## src/rtl/sig_host_port_if.sv

```systemverilog
// Bus bundle for the signature/halt host port: core write snoop plus the UART byte stream.
interface sig_host_port_if;
   logic        dmem_wr_en;
   logic [31:0] dmem_wr_addr;
   logic [31:0] dmem_wr_data;
   logic        mmio_hit;
   logic [7:0]  tx_data;
   logic        tx_valid;
   logic        tx_ready;
   logic        halted;
   logic        overflow;
   logic [7:0]  drop_cnt;

   modport master (
      output dmem_wr_en, dmem_wr_addr, dmem_wr_data, tx_ready,
      input  mmio_hit, tx_data, tx_valid, halted, overflow, drop_cnt
   );

   modport slave (
      input  dmem_wr_en, dmem_wr_addr, dmem_wr_data, tx_ready,
      output mmio_hit, tx_data, tx_valid, halted, overflow, drop_cnt
   );
endinterface

```

## src/rtl/sig_host_port.sv

```systemverilog
// Signature/halt host port: claims SIG/HALT writes, queues signature words and streams each one
// as an 8-digit lowercase hex line on a byte interface; flags halt once everything has drained.
module sig_host_port #(
   parameter logic [31:0] SIG_ADDR   = 32'hF000_0004,
   parameter logic [31:0] HALT_ADDR  = 32'hF000_0000,
   parameter logic [31:0] HALT_MAGIC = 32'hCAFE_CAFE,
   parameter int unsigned FIFO_DEPTH = 8
) (
   input logic            sysclk,
   input logic            nrst_in,
   sig_host_port_if.slave bus
);
   localparam int unsigned PtrW = $clog2(FIFO_DEPTH);

   typedef enum logic [1:0] {StIdle, StHex, StNl} state_e;

   state_e          state_q, state_d;
   logic [31:0]     fifo_q [FIFO_DEPTH];
   logic [PtrW-1:0] rd_ptr_q, wr_ptr_q;
   logic [PtrW:0]   count_q;
   logic [31:0]     word_q, word_d;
   logic [2:0]      nib_q, nib_d;
   logic [7:0]      tx_data_q, tx_data_d;
   logic            tx_valid_q, tx_valid_d;
   logic            halt_req_q, halted_q, overflow_q;
   logic [7:0]      drop_cnt_q;
   logic            fifo_empty, fifo_full, push_req, push, pop, drop, halt_set, accept;

   function automatic logic [7:0] hex_ascii(input logic [3:0] n);
      return (n < 4'd10) ? (8'h30 + {4'h0, n}) : (8'h57 + {4'h0, n});
   endfunction

   assign bus.mmio_hit = bus.dmem_wr_en &&
                         (bus.dmem_wr_addr == SIG_ADDR || bus.dmem_wr_addr == HALT_ADDR);
   assign push_req   = bus.dmem_wr_en && bus.dmem_wr_addr == SIG_ADDR && !halt_req_q;
   assign halt_set   = bus.dmem_wr_en && bus.dmem_wr_addr == HALT_ADDR &&
                       bus.dmem_wr_data == HALT_MAGIC;
   assign fifo_empty = (count_q == '0);
   assign fifo_full  = (count_q == (PtrW + 1)'(FIFO_DEPTH));
   assign pop        = (state_q == StIdle) && !fifo_empty;
   // A full FIFO still takes the word when the head leaves on the same edge.
   assign push       = push_req && (!fifo_full || pop);
   assign drop       = push_req && fifo_full && !pop;
   assign accept     = tx_valid_q && bus.tx_ready;

   always_comb begin
      state_d    = state_q;
      word_d     = word_q;
      nib_d      = nib_q;
      tx_data_d  = tx_data_q;
      tx_valid_d = tx_valid_q;
      unique case (state_q)
         StIdle: begin
            if (pop) begin
               word_d     = fifo_q[rd_ptr_q];
               nib_d      = 3'd7;
               tx_valid_d = 1'b1;
               tx_data_d  = hex_ascii(fifo_q[rd_ptr_q][31:28]);
               state_d    = StHex;
            end
         end
         StHex: begin
            if (accept) begin
               if (nib_q == 3'd0) begin
                  tx_data_d = 8'h0A;
                  state_d   = StNl;
               end else begin
                  nib_d     = nib_q - 3'd1;
                  tx_data_d = hex_ascii(word_q[{nib_d, 2'b00} +: 4]);
               end
            end
         end
         StNl: begin
            if (accept) begin
               tx_valid_d = 1'b0;
               state_d    = StIdle;
            end
         end
         default: state_d = StIdle;
      endcase
   end

   // Storage needs no reset; the pointers define what is valid.
   always_ff @(posedge sysclk) begin
      if (push) fifo_q[wr_ptr_q] <= bus.dmem_wr_data;
   end

   always_ff @(posedge sysclk) begin
      if (!nrst_in) begin
         state_q    <= StIdle;
         rd_ptr_q   <= '0;
         wr_ptr_q   <= '0;
         count_q    <= '0;
         word_q     <= '0;
         nib_q      <= '0;
         tx_data_q  <= '0;
         tx_valid_q <= 1'b0;
         halt_req_q <= 1'b0;
         halted_q   <= 1'b0;
         overflow_q <= 1'b0;
         drop_cnt_q <= '0;
      end else begin
         state_q    <= state_d;
         word_q     <= word_d;
         nib_q      <= nib_d;
         tx_data_q  <= tx_data_d;
         tx_valid_q <= tx_valid_d;
         if (push) wr_ptr_q <= wr_ptr_q + 1'b1;
         if (pop)  rd_ptr_q <= rd_ptr_q + 1'b1;
         if (push && !pop)      count_q <= count_q + 1'b1;
         else if (pop && !push) count_q <= count_q - 1'b1;
         if (halt_set) halt_req_q <= 1'b1;
         if (halt_req_q && fifo_empty && state_q == StIdle) halted_q <= 1'b1;
         if (drop) begin
            overflow_q <= 1'b1;
            if (drop_cnt_q != 8'hFF) drop_cnt_q <= drop_cnt_q + 8'd1;
         end
      end
   end

   assign bus.tx_data  = tx_data_q;
   assign bus.tx_valid = tx_valid_q;
   assign bus.halted   = halted_q;
   assign bus.overflow = overflow_q;
   assign bus.drop_cnt = drop_cnt_q;
endmodule
```

## src/flat_wrapper.sv

```systemverilog
// flat-port wrapper written by rule: the top's interface ports become plain ports
module sig_host_port_flat 
#(
   parameter logic [31:0] SIG_ADDR   = 32'hF000_0004,
   parameter logic [31:0] HALT_ADDR  = 32'hF000_0000,
   parameter logic [31:0] HALT_MAGIC = 32'hCAFE_CAFE,
   parameter int unsigned FIFO_DEPTH = 8
)
  (sysclk, nrst_in, bus_dmem_wr_en, bus_dmem_wr_addr, bus_dmem_wr_data, bus_tx_ready, bus_mmio_hit, bus_tx_data, bus_tx_valid, bus_halted, bus_overflow, bus_drop_cnt);
  sig_host_port_if bus_i ();
  input logic sysclk;
  input logic nrst_in;
  input wire logic [$bits(bus_i.dmem_wr_en)-1:0] bus_dmem_wr_en;
  input wire logic [$bits(bus_i.dmem_wr_addr)-1:0] bus_dmem_wr_addr;
  input wire logic [$bits(bus_i.dmem_wr_data)-1:0] bus_dmem_wr_data;
  input wire logic [$bits(bus_i.tx_ready)-1:0] bus_tx_ready;
  output wire logic [$bits(bus_i.mmio_hit)-1:0] bus_mmio_hit;
  output wire logic [$bits(bus_i.tx_data)-1:0] bus_tx_data;
  output wire logic [$bits(bus_i.tx_valid)-1:0] bus_tx_valid;
  output wire logic [$bits(bus_i.halted)-1:0] bus_halted;
  output wire logic [$bits(bus_i.overflow)-1:0] bus_overflow;
  output wire logic [$bits(bus_i.drop_cnt)-1:0] bus_drop_cnt;
  assign bus_i.dmem_wr_en = bus_dmem_wr_en;
  assign bus_i.dmem_wr_addr = bus_dmem_wr_addr;
  assign bus_i.dmem_wr_data = bus_dmem_wr_data;
  assign bus_i.tx_ready = bus_tx_ready;
  assign bus_mmio_hit = bus_i.mmio_hit;
  assign bus_tx_data = bus_i.tx_data;
  assign bus_tx_valid = bus_i.tx_valid;
  assign bus_halted = bus_i.halted;
  assign bus_overflow = bus_i.overflow;
  assign bus_drop_cnt = bus_i.drop_cnt;
  sig_host_port #(.SIG_ADDR(SIG_ADDR), .HALT_ADDR(HALT_ADDR), .HALT_MAGIC(HALT_MAGIC), .FIFO_DEPTH(FIFO_DEPTH)) u_core (.sysclk(sysclk), .nrst_in(nrst_in), .bus(bus_i));
endmodule
```

## config.mk

```make
export PLATFORM = sky130hd
export DESIGN_NAME = sig_host_port_flat
export DESIGN_NICKNAME = d
export VERILOG_FILES = /design/src/rtl/sig_host_port_if.sv /design/src/rtl/sig_host_port.sv /design/src/flat_wrapper.sv
export SDC_FILE = /design/constraint.sdc
export NUM_CORES = 1
export LEC_CHECK = 0
export ABC_AREA = 1
export CAP_MARGIN = 10
export CORE_ASPECT_RATIO = 0.5
export CORE_MARGIN = 5
export CORE_UTILIZATION = 59
export DETAILED_ROUTE_END_ITERATION = 7
export PLACE_DENSITY = 0.78
export SLEW_MARGIN = 20
export SYNTH_ARGS = -nofsm -noshare
export SYNTH_HDL_FRONTEND = slang
export SYNTH_SLANG_ARGS = --single-unit
```

## constraint.sdc

```tcl
create_clock -name sysclk -period 6.2 [get_ports sysclk]
set_clock_uncertainty 0.1 [all_clocks]
set_input_delay 1.24 -clock sysclk [delete_from_list [all_inputs] [get_ports sysclk]]
set_output_delay 1.24 -clock sysclk [all_outputs]
set_load 0.01 [all_outputs]
```

Yosys cells after proc, flatten, opt, wreduce, memory -nomap -nowiden. Memories as Yosys holds them, arrays and structs flattened. A register that Yosys moved wholly into a read port is not among the register bits. Index checks and enable logic that the tools add are counted.

Add/sub/neg operators: 10. $mul: 0. Divide/modulo/power cells: 0. Order comparisons: 2. Equal/unequal tests: 12. Shifts and indexed selects: 1. Mux-type cells: 24. Bitwise operators: 0. Reductions and logical operators: 33.

Operator list (number): 32-bit == test (second input constant) (3); 8-bit 2-to-1 mux (5); 32-bit by 6-bit indexed part select with 4-bit output (1); 7-bit by 4-bit adder with 8-bit output (first input constant) (2); 8-bit one-hot mux with 2 select lines (1); 3-bit 2-to-1 mux (5); 6-bit by 4-bit adder with 7-bit output (first input constant) (2); 1-bit logical AND (14); 8-bit by 1-bit adder with 8-bit output (second input constant) (1); 4-bit < comparator (second input constant) (2); 2-bit 2-to-1 mux (4); 4-bit 2-to-1 mux (2); 2-bit by 1-bit != test with 1-bit output (second input constant) (4); 8-bit != test (second input constant) (1); 4-bit AND reduction (2); 3-bit by 1-bit adder with 3-bit output (second input constant) (2); 2-bit one-hot mux with 3 select lines (1); 3-bit one-hot mux with 2 select lines (1); 3-bit AND reduction (2); 2-bit nonzero test (3); 1-bit logical NOT (5); 4-bit by 1-bit adder with 4-bit output (second input constant) (1); 4-bit == test (second input constant) (1); 4-bit logical NOT (1); other kinds (11) (16).

Register bits: 67. Latch bits: 0. RAM bits: 256. Bits in read-only memories: 0. Output and inout port bits: 20. Logic and storage cells: 95. Memories: 1.

Memories: u_core.fifo_q (words 8, bits a word 32, read ports 1, clocked after Yosys merged registers in 1, wr ports 1, line sig_host_port.sv:18) `logic [31:0] fifo_q [FIFO_DEPTH];`.

Logic depth before layout (Yosys ltp). Gate-level depths: netlist (run 1).

Word-level depth: 9. Gate-level depth with buffers: 19. Mapped depth without buffers: 18.

Worst setup path after synthesis (run 1). Ideal clock, no wire load.

Kind: input to register. From: input port bus_dmem_wr_addr[1]. To: memory u_core.fifo_q[1][0], enable pin. Data arrival time: 4.378 ns. Required time: 5.639 ns. Slack: 1.261 ns. Stages: 9. Cells stage by stage: nor2_1 nand3_1 nor2_1 nand2_1 nor2_4 nand2_1 nor2_2 nand2_1 nor3_1.

Word-level cells in the longest chain between the ends: 6.

Ends and longest elaborated chain: start: declaration (line flat_wrapper.sv:14) `input wire logic [$bits(bus_i.dmem_wr_addr)-1:0] bus_dmem_wr_addr;`; 32-bit == test (line sig_host_port.sv:35) `assign push_req = bus.dmem_wr_en && bus.dmem_wr_addr == SIG_ADDR && !halt_req_q;`; 1-bit logical AND (2 in series) (line sig_host_port.sv:35); 1-bit logical AND (line sig_host_port.sv:42) `assign push = push_req && (!fifo_full || pop);`; via u_core.push (line sig_host_port.sv:27) `logic fifo_empty, fifo_full, push_req, push, pop, drop, halt_set, accept;`; 1-bit 2-to-1 mux (line sig_host_port.sv:85) `if (push) fifo_q[wr_ptr_q] <= bus.dmem_wr_data;`; 1-bit 2-to-1 mux (implied by the code) (line sig_host_port.sv:85); end: declaration (line sig_host_port.sv:18).

The timed path passes the listed nets, and every way through them passes these cells.

Final worst setup path (run 1).
From: input port bus_dmem_wr_addr[0]. To: output port bus_mmio_hit.

Word-level cells in the longest chain between the ends: 3. Elaborated cells on any way between the ends: 4. Those cells by class: 2 x eq/ne; 2 x reduce/logical.

Ends and longest elaborated chain: 32-bit == test (line sig_host_port.sv:34) `(bus.dmem_wr_addr == SIG_ADDR || bus.dmem_wr_addr == HALT_ADDR);`; 1-bit logical OR * (line sig_host_port.sv:34); 1-bit logical AND * (line sig_host_port.sv:33) `assign bus.mmio_hit = bus.dmem_wr_en &&`; end: declaration (line flat_wrapper.sv:17) `output wire logic [$bits(bus_i.mmio_hit)-1:0] bus_mmio_hit;`.

Every way passes the cells marked *; elsewhere a longest branch is shown, timed or not.

==> out/metrics.yaml, run 1 <==
cts_buffer_depth: 3
path_max_fanout: 5
htreeDepth: 1
ctsHoldBuffers: 0
cts_resized: 0
antenna_found_initial: 0
cp_num_buf_inv: 2
hold_start: "u_core.rd_ptr_q[2]"
netlist_area_um2: 13700
yosysTopAreaCellShare_pct: 56.0
fmax_mhz: 237
wl_um: 32100
numCtsBuffers: 28
post-route-period-util_pct: 67.9
async_reset_ff_share_pct: 0
setup.worst_path.start: "bus_dmem_wr_addr[0]"
synth_ff_type: "edfxtp_1"
grt_max_degree: 93
cts_tree: "yes"
syn_avg_cell_area_um2: 10.7
diodes: 0
dpl.cell_count: 1629
cp_top_family: "buffers and inverters"
fin_cells: 1682
max-vdd-ir-drop_v: 0.000215
ys_ff_latch: 325
start_util_pct: 60.1
die_h_um: 118
worstMarginPinSlew_ns: 0.945
area_growth_pct: 14.6
power_density_nw_per_um2: 392
gp_congestion: 0.901
fin_crit_ns: 4.21
antenna_left: 0
arrival_ns: 2.87
cp_slowest_stage_delay_ns: 0.57
path_clk_slew_ns: 0.07
grt_first_pass_wirelength_um: 51600
syn_nets: 1365
fp.dieArea_um2: 26600
crit_required_ns: 4.86
dr.pass1.iters: 5
path_class: "in -> out"
p_leak_nw: 5.61
relSlewSlack_pct: 37.0
finalSetupTns_ns: 0
num-fill-cells: 1565
drv_slew: 0
hold_viol: 0
die_w_um: 226
synth_area_leaders: "edfxtp_1 56%, dfxtp_1 10%, o21ai_0 6.6%"
track_usage_pct: 24.1
num_vias: 9904
setup_viol: 0
syn_inst: 1286
portBuffers: 86
regToRegStartpoint: "u_core.nib_q[0]"
fp.coreArea_um2: 22800
holdWs_ns: 0.361
fin_nets: 1432
hpwl_um: 18800
pin_count: 88
drcViolationCount: 0
min_path_type: "reg -> reg"
ctsRootBufferMaster: "clkbuf_16"
clk_latency_ns: 0.57
synth.largest_area_cell: "edfxtp_1"
status: "completed"
cp-start-kind: "input port"
synth_cell_types: 41
via_per_inst: 5.89
grt_pass1_vias: 9710
first_iter_violations: 1176
cp-end-kind: "output pin"
worstPathCellList: "clkdlybuf4s50_1 > nor2_1 > nand3_1 > nor2_1 > nand2_1 > nor2_4 > clkdlybuf4s50_1"
maxCapViolCount: 0
rows: 39
drive_above_1_share_pct: 6.98
ys_seq_area_share_pct: 66.1
cts.sink_count: 325
overflow: 0
postCtsSetupBuffers: 0
rsz0062_at_grt: "no"
synth_edf_count: 256
cp_slowest_cell: "clkdlybuf4s50_1"
wl_per_cell_um: 19.1
yosysWarnings: 0
## report_power, final
group | internal [W] | total [W] | switching (W) | leakage (nW)
registers | 0.00248 | 0.00262 | 0.000141 | 2.87
clock network | 0.000902 | 0.00167 | 0.000773 | 0.432
logic | 0.000607 | 0.00187 | 0.00126 | 2.31
## Yosys cell counts (all sizes together), types with 2 or more instances
library cell    n
dfxtp          69
nand4          19
xor2            3
nor3           15
inv           115
o21bai          2
a211oi          3
nor2          184
nand3          55
edfxtp        256
nor4b           3
a21oi          58
ha             10
o21ai         210
o22ai          28
nand3b          2
buf            26
nand2         151
o221ai         28
clkbuf         42
## state kept, by name, indices dropped and copies added (netlist names), 2 cells and up, named ones only
signal,flops
u_core.wr_ptr_q,3
u_core.state_q,2
u_core.fifo_q,256
u_core.bus.tx_data,7
u_core.bus.drop_cnt,8
u_core.word_q,32
u_core.count_q,4
u_core.nib_q,3
u_core.rd_ptr_q,3
## worst min-delay path, cell delays in order, from the launching register on
cell and delay (ns):
dfxtp_1 0.31, inv_1 0.05, a21oi_1 0.07
## metal layers
layer / share of wire (%) / vias to the layer above / GRT usage (%)
met1: 43 / 4764 / 33.9
li1: - / 4652 / -
met4: 1.3 / 0 / 5.14
met3: 8.0 / 40 / 4.11
met5: 0 / - / 0
met2: 48 / 448 / 40.1
## layout make-up
cell class | instances | area (um2) | share of cell area [%]
Clock inverter | 11 | 85.1 | 0.541
Multi-Input combinational cell | 777 | 3930 | 25.0
Clock buffer | 41 | 800 | 5.08
Tap cell | 307 | 384 | 2.44
Sequential cell | 325 | 9070 | 57.7
Inverter | 116 | 435 | 2.77
Timing Repair Buffer | 105 | 1020 | 6.46
## worst paths after layout
path | to | slack [ns] | cells after the start
worst min register to register | flop | 0.36 | 2
worst min-delay path | flop | 0.36 | 2
worst max register to register | u_core.bus.tx_data[2] | 2.33 | 16
worst max-delay path | bus_mmio_hit | 1.99 | 7
## through the flow
stage	setup slack (ns)	total power, W	utilization, %	instance area, um2
floorplan	1.26	0.00400	-	13700
global placement	1.97	0.00440	64.9	14800
detailed placement	1.97	0.00447	64.9	14800
CTS	1.97	0.00613	68.8	15700
global route	1.86	0.00654	68.9	15700
finish	1.99	0.00617	68.9	15700
## cell families after synthesis
logic type               after synthesis  share of synthesized area (%)
buffers and inverters                184                           5.58
flip-flops                           325                           66.1
XOR/XNOR                               4                          0.365
AO/OA/AOI/OAI                        330                           13.3
AND/OR/NAND/NOR                      431                           13.6
other                                  1                         0.0273
adder cells (fa/ha/maj)               11                           1.06
## cell usage in the layout (no fill, tap or decap), drive strengths merged, types with 2 or more instances in the layout
| cell type | instances |
|---|---|
| o21bai | 2 |
| buf | 19 |
| a21oi | 58 |
| o21ai | 210 |
| nand4 | 19 |
| inv | 115 |
| nor3 | 15 |
| nand3 | 55 |
| clkinv | 12 |
| nor4b | 3 |
| nor2 | 184 |
| xor2 | 3 |
| nand2 | 151 |
| nand3b | 2 |
| edfxtp | 256 |
| dfxtp | 69 |
| clkbuf | 41 |
| ha | 10 |
| a211oi | 3 |
| clkdlybuf4s50 | 86 |
| o22ai | 28 |
| o221ai | 28 |
Note: power is estimated with default switching activity, not from simulation.
==> inputs of run 2 (changes only) <==
clock period = 3.99 ns   (was 6.2 ns; I/O delays follow)
==> run 2 against run 1 <==
Combinational power increased by 60%. Die area unchanged. Power up 59%. Sequential cell count is the same. Hold slack improved by 0.018 ns. Non-clock buffer count rose by 1. Utilization is 0.66 points higher. Clock-buffer cell count decreased by 3. Final cell count about the same.
==> out/metrics.yaml, run 2 (same netlist as run 1, synthesis figures left out) <==
status: "completed"
cp.depth: 7
cp_num_buf_inv: 2
drive_above_1_share_pct: 7.35
layout_common_cells: "256 x edfxtp_1, 182 x o21ai_0, 181 x nor2_1, 143 x nand2_1, 111 x inv_1"
die_h_um: 118
setup_viol: 0
pin_count: 88
layout_commonest_cell: "edfxtp_1"
worstPathCellList: "clkdlybuf4s50_1 > nor2_1 > nand3_1 > nor2_1 > nand2_1 > nor2_4 > clkdlybuf4s50_1"
power_density_nw_per_um2: 617
pre_cts_ws_ns: 0.347
cp-end-kind: "output pin"
p_leak_nw: 5.66
register_area_um2: 9070
drv_slew: 0
finalSetupTns_ns: 0
die_w_um: 226
regMostFlops: "u_core.fifo_q"
relSlewSlack_pct: 40.4
hold_depth: 2
clk_latency_ns: 0.55
ctsRootBufferMaster: "clkbuf_16"
p_int_w: 0.00640
cts.sink_count: 325
drcViolationCount: 0
fmax_mhz: 298
hpwl_um: 18800
ctsHoldBuffers: 0
antenna_left: 0
layout_setup_ws_ns: 0.632
postCtsSetupBuffers: 0
clkPwrFrac_pct: 28.5
rsz0062_at_grt: "no"
cts_tree: "yes"
swShare_pct: 34.6
num-fill-cells: 1546
cp_slowest_stage_delay_ns: 0.57
area_growth_pct: 15.7
path_class: "in -> out"
portBuffers: 86
crit_required_ns: 3.09
fin_crit_ns: 3.36
pwr-share-seq_pct: 40.9
post-route-period-util_pct: 84.2
grt_pass1_vias: 9546
num_vias: 9975
wl_um: 32500
first_iter_violations: 1124
start_util_pct: 60.1
worstMarginPinSlew_ns: 0.894
path_clk_slew_ns: 0.07
fp.dieArea_um2: 26600
numCtsBuffers: 27
holdWs_ns: 0.379
p_sw_w: 0.00339
min_path_type: "reg -> reg"
htreeDepth: 1
grt_max_degree: 117
fin_nets: 1432
cp_slowest_cell: "clkdlybuf4s50_1"
fp.coreArea_um2: 22800
multi_input_area_um2: 3940
dr.pass1.iters: 6
dpl.cell_count: 1631
max-vdd-ir-drop_v: 0.000483
cp-start-kind: "input port"
grt_first_pass_wirelength_um: 50600
rr_worst_depth: 17
arrival_ns: 2.46
largest_register_ffs: 256
track_usage_pct: 23.8
gp_congestion: 0.856
overflow: 0
via_per_inst: 5.93
wl_per_cell_um: 19.3
cts_buffer_depth: 3
fin_cells: 1681
path_max_fanout: 5
combPwrFrac_pct: 30.5
diodes: 0
cts_resized: 0
hold_viol: 0
rows: 39
finalPower_w: 0.00979
antenna_found_initial: 0
cp_top_family: "buffers and inverters"
maxCapViolCount: 0
[run 2: cell type report]
type                    count  area share (%)
flip-flops and latches    325            57.2
multi-input cells         777            24.8
repair buffers            106            6.81
clock buffers              38            5.11
inverters                 116            2.75
well taps                 307            2.42
clock inverters            12           0.954
[run 2: power groups by stage]
| stage | clock, W | sequential, W | combinational [W] |
|---|---|---|---|
| 2_1_floorplan | 0 | 0.00403 | 0.00219 |
| 3_3_place_gp | 0 | 0.00406 | 0.00279 |
| 3_5_place_dp | 0 | 0.00407 | 0.00292 |
| 4_1_cts | 0.00283 | 0.00400 | 0.00295 |
| 5_1_grt | 0.00299 | 0.00403 | 0.00334 |
| 6_report | 0.00279 | 0.00401 | 0.00299 |
[run 2: worst paths after layout]
path,start,endpoint,slack [ns]
hold / removal,u_core.bus.tx_valid,u_core.bus.tx_valid,0.38
setup reg to reg,u_core.nib_q[0],u_core.bus.tx_data[2],1.04
hold reg to reg,u_core.bus.tx_valid,u_core.bus.tx_valid,0.38
setup / recovery,bus_dmem_wr_addr[1],bus_mmio_hit,0.63
[run 2: through the flow]
step / utilization, % / area (um2)
after floorplan: - / 13700
after detailed placement: 65.3 / 14900
final: 69.5 / 15900
after global placement: 65.3 / 14900
after global routing: 69.5 / 15900
after CTS: 69.5 / 15900
[run 2: layer usage]
layer	GRT usage, %	up-vias	share of wire, %
met5	0	-	0
li1	-	4667	-
met4	6.42	0	2.0
met1	33.9	4781	42
met2	38.3	464	47
met3	4.31	63	9.2
[run 2: worst reg2reg max path: stages, from the launching register on]
cell and delay [ns]:
dfxtp_1 0.31, buf_4 0.26, inv_1 0.10, ha_1 0.53, inv_2 0.20, nor2_1 0.17
o21ai_0 0.19, nand2_1 0.11, nand2_1 0.06, nand2_1 0.11, inv_1 0.07, ha_1 0.19
nand2_1 0.09, nand4_1 0.09, nand2_1 0.10, nand3_1 0.08, nand2_1 0.08, inv_1 0.03
==> inputs of run 3 (changes only) <==
clock period = 3.35 ns   (was 3.99 ns; I/O delays follow)
==> run 3 against run 2 <==
Critical path depth rose by 1. Critical path type unchanged. Cell area rose by 0.79%. Hold slack got worse by 0.013 ns. Wire length rose by 2.1%. Power rose by 17%. Utilization rose by 0.55 points. Clock-buffer cell count rose by 2. Sequential cell count did not move. Worst setup slack got worse by 0.39 ns. Global-route usage rose by 0.38 points.
==> out/metrics.yaml, run 3 (same netlist as run 1, synthesis figures left out) <==
status: "completed"
hold_depth: 2
diodes: 0
overflow: 0
r2r_slack_ns: 0.69
grt_pass1_vias: 9612
holdWs_ns: 0.366
fp.dieArea_um2: 26600
first_iter_violations: 1260
pre_cts_ws_ns: -0.0393
cts_resized: 0
hold_viol: 0
rows: 39
min_path_type: "reg -> reg"
setup_viol: 0
arrival_ns: 2.34
ctsHoldBuffers: 0
final_util_pct: 70.1
fmax_mhz: 322
wl_per_cell_um: 19.5
pin_count: 88
gp_congestion: 0.925
fin_nets: 1452
layout_common_cells: "256 x edfxtp_1, 182 x o21ai_0, 181 x nor2_1, 143 x nand2_1, 111 x inv_1"
area_growth_pct: 16.6
rr_worst_depth: 15
path_max_fanout: 4
grt_max_degree: 113
drcViolationCount: 0
r2r_end: "u_core.bus.tx_data[1]"
portBuffers: 86
cts_tree: "yes"
crit_required_ns: 2.58
htreeDepth: 1
path_class: "in -> out"
die_w_um: 226
worstMarginPinSlew_ns: 0.748
wl_um: 33200
setup.worst_path.start: "bus_dmem_wr_addr[1]"
layout_setup_ws_ns: 0.241
clk_latency_ns: 0.56
cp-end-kind: "output pin"
postCtsSetupBuffers: 0
track_usage_pct: 24.2
hold_start: "u_core.bus.halted"
antenna_left: 0
cp_slowest_cell: "clkdlybuf4s50_1"
post-route-period-util_pct: 92.8
cp_top_family: "buffers and inverters"
relSlewSlack_pct: 49.4
num_vias: 10200
worstPathCellList: "clkdlybuf4s50_1 > nor2_1 > nand3_1 > nor2_1 > nand2_1 > nor2_4 > buf_4 > clkdlybuf4s50_1"
cp_num_buf_inv: 3
fp.coreArea_um2: 22800
numCtsBuffers: 27
cts_buffer_depth: 3
hold_path_end: "u_core.bus.halted"
drv_slew: 0
placed_cell_area_um2: 15100
p_leak_nw: 5.76
ctsRootBufferMaster: "clkbuf_16"
drive_above_1_share_pct: 8.32
via_per_inst: 5.98
antenna_found_initial: 0
fin_cells: 1701
grt_first_pass_wirelength_um: 51600
design_area_um2: 16000
start_util_pct: 60.1
rsz0062_at_grt: "no"
largest_register_ffs: 256
path_clk_slew_ns: 0.06
cp_slowest_stage_delay_ns: 0.55
dpl.cell_count: 1650
regToRegStartpoint: "u_core.nib_q[0]"
hpwl_um: 20300
die_h_um: 118
max-vdd-ir-drop_v: 0.000527
cts.sink_count: 325
maxCapViolCount: 0
layout_commonest_cell: "edfxtp_1"
cp-start-kind: "input port"
fin_crit_ns: 3.11
regMostFlops: "u_core.fifo_q"
dr.pass1.iters: 5
power_density_nw_per_um2: 716
==> run 3: per-stage QoR <==
step                power (W)  TNS, ns
floorplan             0.00740   -19.44
global placement      0.00822        0
detailed placement    0.00839  -0.0393
CTS                    0.0114        0
global route           0.0121        0
finish                 0.0115        0
==> run 3: final cells by class <==
class,instances,area (um2)
flip-flops and latches,325,9070
fillers,1646,6840
multi-input cells,777,3980
repair buffers,126,1280
clock buffers,40,785
inverters,116,437
well taps,307,384
clock inverters,10,58.8
==> run 3: how the worst max path moves through the flow <==
stage	to	slack [ns]	cells past startpoint
after floorplan	u_core.fifo_q[1][0]	-0.08	9
after global placement	u_core.count_q[3]	0.03	19
after detailed placement	u_core.count_q[3]	-0.04	19
after CTS	bus_mmio_hit	0.24	8
after global routing	bus_mmio_hit	0.1	8
final	bus_mmio_hit	0.24	8
==> run 3: metal layers <==
| metal | track usage (%) | part of all wire (%) | vias to the layer above |
|---|---|---|---|
| met1 | 34.9 | 40 | 4881 |
| met4 | 5.86 | 2.0 | 0 |
| met3 | 4.56 | 10 | 69 |
| li1 | - | - | 4703 |
| met5 | 0 | 0 | - |
| met2 | 38.6 | 47 | 525 |
==> run 3: worst reg2reg max path: stages (launching register included) <==
cell and delay, ns:
dfxtp_1 0.33, inv_1 0.06, ha_1 0.57, inv_2 0.22, nor2_1 0.13, o21ai_0 0.16, nand2_1 0.11, nand2_1 0.05
nand2_1 0.10, inv_1 0.07, ha_1 0.28, inv_1 0.06, nand3_1 0.08, nand3_1 0.09, nand2_1 0.07, a21oi_2 0.11
==> run 3: power by group <==
group	leakage, nW	switching [W]	internal (W)
Clock	0.417	0.00141	0.00163
Sequential	2.87	0.000186	0.00459
Combinational	2.47	0.00249	0.00115
Total	5.76	0.00409	0.00738
